### src/rtl/vga_timing_pkg.sv
// ---------------------------------------------------------------------------
// vga_timing_pkg
//   Shared constants for the VGA box renderer: horizontal/vertical timing
//   positions, active-area size, box geometry, colours and the encodings of
//   the box_motion state machine.
//   Optional build macro used by the renderer: VGA_BORDER_EN.
// ---------------------------------------------------------------------------
package vga_timing_pkg;

    // Timing positions, sized to match the 10-bit column/line counters
    localparam logic [9:0] H_TOTAL_M1  = 10'd794;
    localparam logic [9:0] H_ACT_START = 10'd140;
    localparam logic [9:0] H_ACT_END   = 10'd778;
    localparam logic [9:0] V_ACT_START = 10'd35;
    localparam logic [9:0] V_ACT_END   = 10'd515;
    localparam logic [9:0] V_TICK_LINE = 10'd516;   // first line of vertical blanking

    // Active area size (11 bits so box-edge sums never overflow)
    localparam logic [10:0] H_W = 11'd639;
    localparam logic [10:0] V_H = 11'd481;
    localparam logic [9:0]  H_W_M1 = 10'd638;
    localparam logic [9:0]  V_H_M1 = 10'd480;

    // Box geometry
    localparam logic [10:0] BOX_SIZE = 11'd32;
    localparam logic [10:0] STEP     = 11'd2;

    // Colours {R,G,B}
    localparam logic [23:0] BLACK = 24'h000000;
    localparam logic [23:0] WHITE = 24'hFFFFFF;
    localparam logic [23:0] BG    = 24'h0000FF;

    // box_motion FSM encodings
    localparam logic [1:0] ST_IDLE   = 2'd0;
    localparam logic [1:0] ST_MOVE_X = 2'd1;
    localparam logic [1:0] ST_MOVE_Y = 2'd2;

    // One axis of box motion: position plus direction (neg=1 means moving toward 0)
    typedef struct packed {
        logic       neg;
        logic [9:0] pos;
    } axis_t;

endpackage

### src/rtl/vga_box_renderer_box_motion.sv
// ---------------------------------------------------------------------------
// box_motion
//   Holds the box position (X, Y) and direction per axis. On a frame tick
//   with Run high it walks IDLE -> MOVE_X -> MOVE_Y -> IDLE, updating X then
//   Y by STEP and bouncing at the active-area edges. Ticks arriving outside
//   IDLE are ignored; once started, an update always completes.
// Ports:
//   Clock  in   pixel clock
//   Reset  in   synchronous, active-high; position 0,0, both directions +
//   tick   in   start-of-vertical-blanking strobe
//   Run    in   1 = motion enabled
//   X, Y   out  box top-left corner relative to the active area
// ---------------------------------------------------------------------------
module box_motion
    import vga_timing_pkg::*;
(
    input  logic       Clock,
    input  logic       Reset,
    input  logic       tick,
    input  logic       Run,
    output logic [9:0] X,
    output logic [9:0] Y
);

    logic [1:0] state;
    axis_t      ax;
    axis_t      ay;

    // Advance one axis by STEP inside [0, span-BOX_SIZE], reversing at either edge
    function automatic axis_t step_axis(input axis_t a, input logic [10:0] span);
        axis_t       r;
        logic [10:0] pos11;
        logic [10:0] lim;
        logic [10:0] nxt;
        r     = a;
        pos11 = {1'b0, a.pos};
        lim   = span - BOX_SIZE;
        nxt   = '0;
        if (!a.neg) begin
            if (pos11 + BOX_SIZE + STEP > span) begin
                r.pos = lim[9:0];
                r.neg = 1'b1;
            end else begin
                nxt   = pos11 + STEP;
                r.pos = nxt[9:0];
            end
        end else begin
            if (pos11 < STEP) begin
                r.pos = '0;
                r.neg = 1'b0;
            end else begin
                nxt   = pos11 - STEP;
                r.pos = nxt[9:0];
            end
        end
        return r;
    endfunction

    always_ff @(posedge Clock) begin
        if (Reset) begin
            state <= ST_IDLE;
            ax    <= '0;
            ay    <= '0;
        end else begin
            case (state)
                ST_IDLE: begin
                    if (tick && Run) state <= ST_MOVE_X;
                end
                ST_MOVE_X: begin
                    ax    <= step_axis(ax, H_W);
                    state <= ST_MOVE_Y;
                end
                ST_MOVE_Y: begin
                    ay    <= step_axis(ay, V_H);
                    state <= ST_IDLE;
                end
                default: state <= ST_IDLE;
            endcase
        end
    end

    assign X = ax.pos;
    assign Y = ay.pos;

endmodule

### src/rtl/vga_box_renderer.sv
// ---------------------------------------------------------------------------
// vga_box_renderer
//   Pixel source for the VGA timing block. Given the current column/line
//   counters it produces the registered RGB for the next column, so the
//   output lines up with the timing block's counter when it appears. Draws a
//   bouncing BOX_SIZE square over a solid background; black outside the
//   active area. FrameTick pulses once per frame at the start of vertical
//   blanking.
//   Build macro VGA_BORDER_EN: when defined, a one-pixel white border is drawn
//   on the active-area edges, over the square.
// Ports:
//   Clock      in   pixel clock
//   Reset      in   synchronous, active-high
//   ColunaIn   in   [9:0]  current column counter
//   LinhaIn    in   [9:0]  current line counter
//   Run        in   1 = box motion enabled
//   BoxColor   in   [23:0] square colour {R,G,B}
//   RGB        out  [23:0] registered pixel colour {R,G,B}
//   FrameTick  out  registered one-cycle start-of-blanking pulse
// ---------------------------------------------------------------------------
module vga_box_renderer
    import vga_timing_pkg::*;
(
    input  logic        Clock,
    input  logic        Reset,
    input  logic [9:0]  ColunaIn,
    input  logic [9:0]  LinhaIn,
    input  logic        Run,
    input  logic [23:0] BoxColor,
    output logic [23:0] RGB,
    output logic        FrameTick
);

    logic [9:0]  box_x;
    logic [9:0]  box_y;
    logic [9:0]  nc_p0;
    logic [9:0]  px_p0;
    logic [9:0]  py_p0;
    logic [10:0] px11;
    logic [10:0] py11;
    logic [10:0] bx11;
    logic [10:0] by11;
    logic        active_p0;
    logic        in_box_p0;
    logic        tick_p0;
    logic [23:0] rgb_p0;
`ifdef VGA_BORDER_EN
    logic        border_p0;
`endif
    logic [23:0] rgb_p1;
    logic        frame_tick_p1;

    box_motion u_motion (
        .Clock (Clock),
        .Reset (Reset),
        .tick  (tick_p0),
        .Run   (Run),
        .X     (box_x),
        .Y     (box_y)
    );

    // Stage p0: evaluate the pixel for the next column on the current line
    always_comb begin
        nc_p0     = (ColunaIn == H_TOTAL_M1) ? 10'd0 : ColunaIn + 10'd1;
        px_p0     = nc_p0 - H_ACT_START;
        py_p0     = LinhaIn - V_ACT_START;
        active_p0 = (nc_p0 >= H_ACT_START) && (nc_p0 <= H_ACT_END) &&
                    (LinhaIn >= V_ACT_START) && (LinhaIn <= V_ACT_END);
        px11      = {1'b0, px_p0};
        py11      = {1'b0, py_p0};
        bx11      = {1'b0, box_x};
        by11      = {1'b0, box_y};
        in_box_p0 = (px11 >= bx11) && (px11 < bx11 + BOX_SIZE) &&
                    (py11 >= by11) && (py11 < by11 + BOX_SIZE);
        tick_p0   = (LinhaIn == V_TICK_LINE) && (ColunaIn == 10'd0);
`ifdef VGA_BORDER_EN
        border_p0 = (px_p0 == 10'd0) || (px_p0 == H_W_M1) ||
                    (py_p0 == 10'd0) || (py_p0 == V_H_M1);
`endif
        if (!active_p0)
            rgb_p0 = BLACK;
`ifdef VGA_BORDER_EN
        else if (border_p0)
            rgb_p0 = WHITE;
`endif
        else if (in_box_p0)
            rgb_p0 = BoxColor;
        else
            rgb_p0 = BG;
    end

    // Stage p1: output registers
    always_ff @(posedge Clock) begin
        if (Reset) begin
            rgb_p1        <= BLACK;
            frame_tick_p1 <= 1'b0;
        end else begin
            rgb_p1        <= rgb_p0;
            frame_tick_p1 <= tick_p0;
        end
    end

    assign RGB       = rgb_p1;
    assign FrameTick = frame_tick_p1;

endmodule

### config.mk
export PLATFORM = sky130hd
export DESIGN_NAME = vga_box_renderer
export DESIGN_NICKNAME = d
export VERILOG_FILES = /design/src/rtl/vga_timing_pkg.sv /design/src/rtl/vga_box_renderer_box_motion.sv /design/src/rtl/vga_box_renderer.sv
export SDC_FILE = /design/constraint.sdc
export NUM_CORES = 1
export LEC_CHECK = 0
export ABC_CLOCK_PERIOD_IN_PS = 11800
export CORE_UTILIZATION = 34
export CTS_CLUSTER_DIAMETER = 30
export DETAILED_ROUTE_END_ITERATION = 8
export PLACE_DENSITY = 0.58
export SYNTH_ARGS = -nofsm -noshare
export SYNTH_HDL_FRONTEND = slang
export SYNTH_SLANG_ARGS = --single-unit
### constraint.sdc
create_clock -name Clock -period 11.8 [get_ports Clock]
set_input_delay 1.18 -clock Clock [delete_from_list [all_inputs] [get_ports Clock]]
set_output_delay 1.18 -clock Clock [all_outputs]
set_load 0.02 [all_outputs]
==> summary.md, run 1 <==
| Metric | Value |
|---|---|
| Post-synthesis register bit count | `between 40 and 50` |
| Die width | `113 um` |
| Number of DRC violations after detailed-routing iteration 0 | `~400` |
| Min-Delay Path Class | `reg -> reg` |
| Vias in the first global route | `about 3800` |
| Ratio of cells with drive above 1 in the final layout | `7.18%` |
| Period Utilization, post-route | `~47%` |
| Achievable Freq | `about 180 MHz` |
| Critical path depth | `17` |
| Slew HR | `30.1%` |
| Crit Path Category | `in -> reg` |
| CP Cell Sequence | `clkdlybuf4s50_1 -> or4_4 -> nor3_4 -> a21o_2 -> inv_1 -> ha_1 -> nor3b_1 -> a21oi_1 -> xnor2_1 -> ha_1 -> o21ai_0 -> nand2b_1 -> a21oi_1 -> a211oi_1 -> nand4_1 -> a2111oi_4 -> and2_2` |
| Gate count of the mapped netlist | `approximately 530` |
| Routed wl met3 | `approximately 420 um` |
| DP Worst Slack | `a little under 6 ns` |
| # rows | `40` |
| Worst setup EP type | `flip-flop` |
| Layout area overhead | `23.4%` |
| Die Y | `113 um` |
| Antenna violations before repair | `0` |
| Max layer used | `met4` |
| Post-Syn Area | `around 0.0042 mm^2` |
| Synth Flop Type | `dfxtp_1` |
| Buf/Inv on CP | `2` |
| Worst Max-Slew Pin Slew | `1.04 ns` |
| Critical Path Fanout Max | `16` |
| Multi-input logic area | `approximately 0.0030 mm^2` |
| Power, Total | `~0.43 mW` |
| Post-synth EDFFs | `0` |
| Tot GR Track Use | `between 15 and 20%` |
| # diodes | `0` |
| H-tree depth | `2` |
| FF-to-FF Start | `u_motion.Y[7]` |
| Wire length on met1 | `between 5 and 6 mm` |
| Latest clock arrival within the worst-skew pair | `0.30 ns` |
| Reg clk slew, reported paths | `0.08 ns` |
| Vias/cell | `between 5 and 6` |
| Largest net degree at the start of global routing | `26` |
| Root Buffer | `clkbuf_16` |
| Fin util | `43.2%` |
| Sequential share of the synthesized area | `between 20% and 30%` |
| Final TNS setup | `0 ns` |
| DR vias | `roughly 4000` |
| Hold Path Depth | `2` |
| Max Cap Viol | `0` |
| Leakage power | `approximately 1.9 nW` |
| Io pins | `~70` |
| Max Slew Vio Count | `0` |
| CTS Sinks | `49` |
| GPL Wtd Cong | `0.941` |
| First-pass GRT wire length | `18.4 mm` |
| Post-CTS Setup Inserts | `0` |
| Placed Area | `a little over 0.005 mm^2` |
| CTS max path bufs | `2` |
| Placed Cells | `745` |
| Post-Route WL | `11.4 mm` |
| WP data arrival | `between 5 and 6 ns` |
| Final net count | `roughly 700` |
| Slowest cell on the critical path | `a2111oi_4` |
| Synth Warn # | `0` |
| Async set or reset register ratio after synthesis | `0%` |
| Buffers on Ports | `71` |
| Hpwl dp | `8.92 mm` |
| Hold path start | `u_motion.Y[1]` |
| Fin cells | `approximately 750` |
| Storage element area | `approximately 980 um^2` |
| Full die area | `0.0129 mm^2` |
| Cts repair resizes | `0` |
| Tmin final | `about 5.5 ns` |
| Startpoint Class | `primary input` |
| Post-Syn Nets | `approximately 630` |
| Initial Util | `between 30% and 40%` |
| Num CTS Buffers | `5` |
| GRT overflow | `0` |
| Clock skew | `between 0.008 and 0.009 ns` |
| Initial DRT Pass Iterations | `4` |
| Core area | `between 0.01 and 0.015 mm^2` |
| Hold Path End | `u_motion.Y[1]` |
| Top delay family on crit path | `simple AND/OR/NAND/NOR gates` |
| Final non-filler cell area | `about 0.0052 mm^2` |
| Reg2reg path depth | `8` |
| Worst R2R Setup Slack | `about 8.4 ns` |
| Post-synth cell types | `73` |
| Outcome | `finished, final reports clean` |
| CTS tree | `built` |
| DRC errors left | `0` |
| RSZ-0062 raised after global routing | `false` |
| Syn avg cell area | `about 8.0 um^2` |
| Power Density | `83.0 mW/mm^2` |
| Worst flop-to-flop path endpoint | `RGB[22]` |
| Detail Route met2 WL | `5.57 mm` |
| Required @ worst endpoint | `12.05 ns` |
| Final setup margin | `around 6.3 ns` |
| Delay of the slowest cell on the worst path | `roughly 0.7 ns` |
| Setup-failing EPs final | `0` |
| Wire length per cell | `15.2 um` |
| Peak VDD IR | `approximately 0.054 mV` |
| Post-CTS Hold Buffers | `0` |
| Hold Slack | `0.553 ns` |
| Final hold vios | `0` |
| Antenna-violating nets left | `0` |
| Fill cells | `approximately 1200` |
## cells in the mapped netlist (10+ instances only)
cell type	n	share of area, %
a21oi_1	35	4.1
and2_2	16	2.8
clkbuf_1	20	1.8
dfxtp_1	49	23
ha_1	49	15
inv_1	32	2.8
nand2_1	31	2.8
nand2b_1	12	1.8
nand3_1	22	2.6
nand4_1	10	1.5
nor2_1	36	3.2
nor3_1	16	1.9
o21ai_0	28	3.3
xnor2_1	23	4.8
## state kept, by name, indices dropped and copies added (netlist names)
| name | cells |
|---|---|
| RGB | 24 |
| u_motion.X | 10 |
| u_motion.Y | 10 |
| u_motion.state | 2 |
| FrameTick | 1 |
| u_motion.ax | 1 |
| u_motion.ay | 1 |
## where the power goes
group          internal, mW  total (mW)  switching [mW]
Sequential            0.168       0.171         0.00311
Clock                0.0814       0.156          0.0744
Combinational        0.0503       0.105          0.0548
Total                 0.300       0.432           0.132
## worst max-delay path by stage
stage	start	to	slack, ns
final	ColunaIn[5]	RGB[22]	6.25
after CTS	ColunaIn[5]	RGB[18]	6.24
after floorplan	ColunaIn[7]	RGB[16]	7.11
after global placement	ColunaIn[5]	RGB[18]	6.05
after detailed placement	ColunaIn[5]	RGB[18]	5.93
after global routing	ColunaIn[5]	RGB[17]	5.85
## worst register-to-register path, stage by stage (launching register included)
cell and delay [ns]:
dfxtp_1 0.62, nand3_1 0.18, xnor2_1 0.38, ha_1 0.33, a2111oi_0 0.41, nand3_1 0.13
and4_1 0.34, a2111oi_4 0.73, and2_2 0.26
## final cells by class
cell class              count  share of cell area, %
clock buffers               5                   2.40
clock inverters             3                  0.649
repair buffers             72                   13.8
multi-input cells         424                   58.0
inverters                  32                   2.31
well taps                 168                   4.04
flip-flops and latches     49                   18.8
## kinds of logic (layout without fill, tap and decap cells)
kind of cell	Yosys count	in the layout	synth area share [%]
AOI/OAI and AO/OA	150	150	25.2
xor gates and xnor gates	31	31	6.43
adders and majority gates	49	49	14.5
buffers and inverters	56	112	5.22
DFF	49	49	23.2
muxes	2	2	0.474
and+or+nand+nor	192	192	25.0
## routing by layer
metal	track usage [%]	vias up
met4	5.09	0
met3	2.71	18
met1	23.0	1887
li1	-	2059
met5	0	-
met2	30.0	95
## placed cells by master (no fill, tap or decap), types with 6 or more instances in the layout
cell,synthesis,layout
nor2b_1,8,8
and2_2,16,16
a31oi_1,8,8
clkdlybuf4s50_1,0,71
nand4_1,10,10
xnor2_1,23,23
nor4_1,6,6
o211ai_1,8,8
nor2_1,36,36
nor3_1,16,16
nand2_1,31,31
a211oi_1,6,6
nand2b_1,12,12
a21oi_1,35,35
dfxtp_1,49,49
nand3_1,22,22
ha_1,49,49
o31a_1,9,9
xor2_1,8,8
and3_1,9,9
o21ai_0,28,28
inv_1,32,32
(Power assumes the default switching activity.)
==> run 2: changes to the inputs <==
ABC_CLOCK_PERIOD_IN_PS = 4700   (was 11800)
PLACE_DENSITY = 0.6   (was 0.58)
clock period = 4.7 ns   (was 11.8 ns; I/O delays follow)
==> run 2 against run 1 <==
Compared with the run above:
- sequential power grew to 2.5 times the previous value
- clock power grew to 2.5 times the previous value
- first-iteration DRC count shrank 27%
- non-clock buffer count grew 3
- wire length grew 0.11%
- via count grew 2.3%
- setup slack lost 5.8 ns
- register-to-register slack lost 6.9 ns
- total power grew to 2.5 times the previous value
- clock skew is essentially flat
- worst hold slack lost 0.038 ns
- critical path type unchanged
- highest routed layer unchanged
==> summary.md, run 2 (same netlist as run 1, synthesis figures left out) <==
| Metric | Value |
|---|---|
| Achievable Freq | `roughly 230 MHz` |
| Crit Path Category | `in -> reg` |
| Wire length per cell | `15.1 um (-0.29%)` |
| Die width | `113 um (unchanged)` |
| Die Y | `113 um (unchanged)` |
| Buffers on Ports | `71 (unchanged)` |
| Routed wl met3 | `476 um (+15%)` |
| Initial Util | `35.0% (unchanged)` |
| Initial DRT Pass Iterations | `5 (+1)` |
| H-tree depth | `2 (unchanged)` |
| Power, Total | `1.09 mW (+150%)` |
| Final setup margin | `0.440 ns (-5.82 ns)` |
| Largest register FFs | `24 (unchanged)` |
| DR vias | `4152 (+2.3%)` |
| GPL Wtd Cong | `0.905 (-3.9%)` |
| Antenna-violating nets left | `0 (unchanged)` |
| Largest net degree at the start of global routing | `26 (unchanged)` |
| DP Worst Slack | `0.168 ns (-5.76 ns)` |
| Placed Cells | `748 (+0.40%)` |
| Core area | `0.0121 mm^2 (unchanged)` |
| Root Buffer | `clkbuf_16` |
| Reg clk slew, reported paths | `0.08 ns (about the same)` |
| Io pins | `72 (unchanged)` |
| Num CTS Buffers | `5 (unchanged)` |
| Most common cell after layout, fill and taps aside | `clkdlybuf4s50_1` |
| # diodes | `0 (unchanged)` |
| CTS Sinks | `49 (unchanged)` |
| CTS max path bufs | `2 (unchanged)` |
| RSZ-0062 raised after global routing | `false` |
| Wire length on met1 | `5.31 mm (+0.61%)` |
| Cts repair resizes | `0 (unchanged)` |
| CP Cell Sequence | `clkdlybuf4s50_1 -> or4_4 -> nor3_4 -> a21o_2 -> inv_1 -> ha_1 -> nor3b_1 -> a21oi_1 -> xnor2_1 -> ha_1 -> o21ai_0 -> nand2b_1 -> a21oi_1 -> a211oi_1 -> nand4_1 -> a2111oi_4 -> buf_4 -> and2_2` |
| Most frequent cells in the layout | `clkdlybuf4s50_1, dfxtp_1, ha_1` |
| Min-Delay Path Class | `reg -> reg` |
| Required @ worst endpoint | `4.95 ns (-7.10 ns)` |
| Hold path start | `u_motion.X[0]` |
| Period Utilization, post-route | `just over 90%` |
| Hold Slack | `0.515 ns (-0.0382 ns)` |
| FF-to-FF Start | `u_motion.Y[5]` |
| Detail Route met2 WL | `5.58 mm (about the same)` |
| Max layer used | `met4` |
| Final net count | `683 (+0.44%)` |
| Slowest cell on the critical path | `or4_4` |
| Max Cap Viol | `0 (unchanged)` |
| Delay of the slowest cell on the worst path | `0.59 ns (-0.10 ns)` |
| Worst flop-to-flop path endpoint | `RGB[23]` |
| Slew HR | `32.5% (+2.4 points)` |
| Peak VDD IR | `0.141 mV (+160%)` |
| Post-CTS Hold Buffers | `0 (unchanged)` |
| Latest clock arrival within the worst-skew pair | `0.30 ns (about the same)` |
| Max Slew Vio Count | `0 (unchanged)` |
| Final TNS setup | `0 ns (unchanged)` |
| WP data arrival | `4.51 ns (-1.28 ns)` |
| Tmin final | `between 4 and 5 ns` |
| Final hold vios | `0 (unchanged)` |
| Clock skew | `0.00872 ns (+0.000422 ns)` |
| Setup-failing EPs final | `0 (unchanged)` |
| Antenna violations before repair | `0 (unchanged)` |
| Worst setup EP type | `flip-flop` |
| Full die area | `0.0129 mm^2 (unchanged)` |
| Power Density | `208 mW/mm^2 (+150%)` |
| Tot GR Track Use | `18.4% (+0.76 points)` |
| Hold Path Depth | `2 (unchanged)` |
| Fill cells | `1204 (+4.2%)` |
| Ratio of cells with drive above 1 in the final layout | `7.65% (+0.47 points)` |
| Startpoint Class | `primary input` |
| Reg2reg path depth | `10 (+2)` |
| Worst Max-Slew Pin Slew | `1.01 ns (-0.0352 ns)` |
| Vias in the first global route | `4011 (+5.0%)` |
| Leakage power | `1.88 nW (+0.79%)` |
| Post-Route WL | `11.4 mm (+0.11%)` |
| Layout area overhead | `23.8%` |
| # rows | `40 (unchanged)` |
| Worst R2R Setup Slack | `1.50 ns (-6.87 ns)` |
| CTS tree | `built` |
| Outcome | `finished, final reports clean` |
| Number of DRC violations after detailed-routing iteration 0 | `288 (-27%)` |
| Hold Path End | `u_motion.X[0]` |
| Fin cells | `756 (+0.40%)` |
| Vias/cell | `5.49 (+1.9%)` |
| Post-CTS Setup Inserts | `0 (unchanged)` |
| Critical Path Fanout Max | `16 (unchanged)` |
| GRT overflow | `0 (unchanged)` |
| First-pass GRT wire length | `19.3 mm (+4.5%)` |
| Hpwl dp | `8.89 mm (-0.34%)` |
| DRC errors left | `0 (unchanged)` |
==> run 2: routing by layer <==
layer  global-route usage, %  vias up
met4                    3.60        0
li1                        -     2062
met1                    24.2     1980
met2                    31.7      102
met5                       0        -
met3                    3.08        8
==> run 2: worst max-delay path, delay by kind of cell <==
kind / cells / cell delay [ns]
xor gates and xnor gates: 1 / 0.17
buffers and inverters: 3 / 0.79
and+or+nand+nor: 6 / 1.65
AOI/OAI and AO/OA: 6 / 0.89
adders and majority gates: 2 / 0.52
==> run 2: worst max path at each step <==
stage	start	endpoint
after detailed placement	ColunaIn[5]	RGB[9]
after CTS	ColunaIn[5]	RGB[23]
after floorplan	ColunaIn[7]	RGB[16]
after global placement	ColunaIn[5]	RGB[17]
final	ColunaIn[5]	RGB[23]
after global routing	ColunaIn[5]	RGB[19]
==> run 2: final cells by class <==
type	count	area, um^2	area share [%]
Multi-Input combinational cell	424	3020	57.8
Clock buffer	5	125	2.39
Timing Repair Buffer	75	741	14.2
Inverter	32	120	2.30
Tap cell	168	210	4.02
Clock inverter	3	28.8	0.551
Sequential cell	49	981	18.8
==> run 2: power by group <==
group | total [mW] | leakage [nW] | internal (mW) | switching [mW]
Clock | 0.390 | 0.0763 | 0.205 | 0.185
Combinational | 0.265 | 1.41 | 0.127 | 0.138
Sequential | 0.431 | 0.396 | 0.423 | 0.00792
==> run 2: metrics by stage <==
step	instance area (um^2)	util, %
floorplan	4220	-
global route	5230	43.3
finish	5230	43.3
CTS	5230	43.3
detailed placement	5070	42.1
global placement	5070	42.1
==> run 3: changes to the inputs <==
CTS_CLUSTER_SIZE = 16   (was unset)
==> results of run 3 <==
No change in the layout: final DEF, timing and power equal those of run 2.
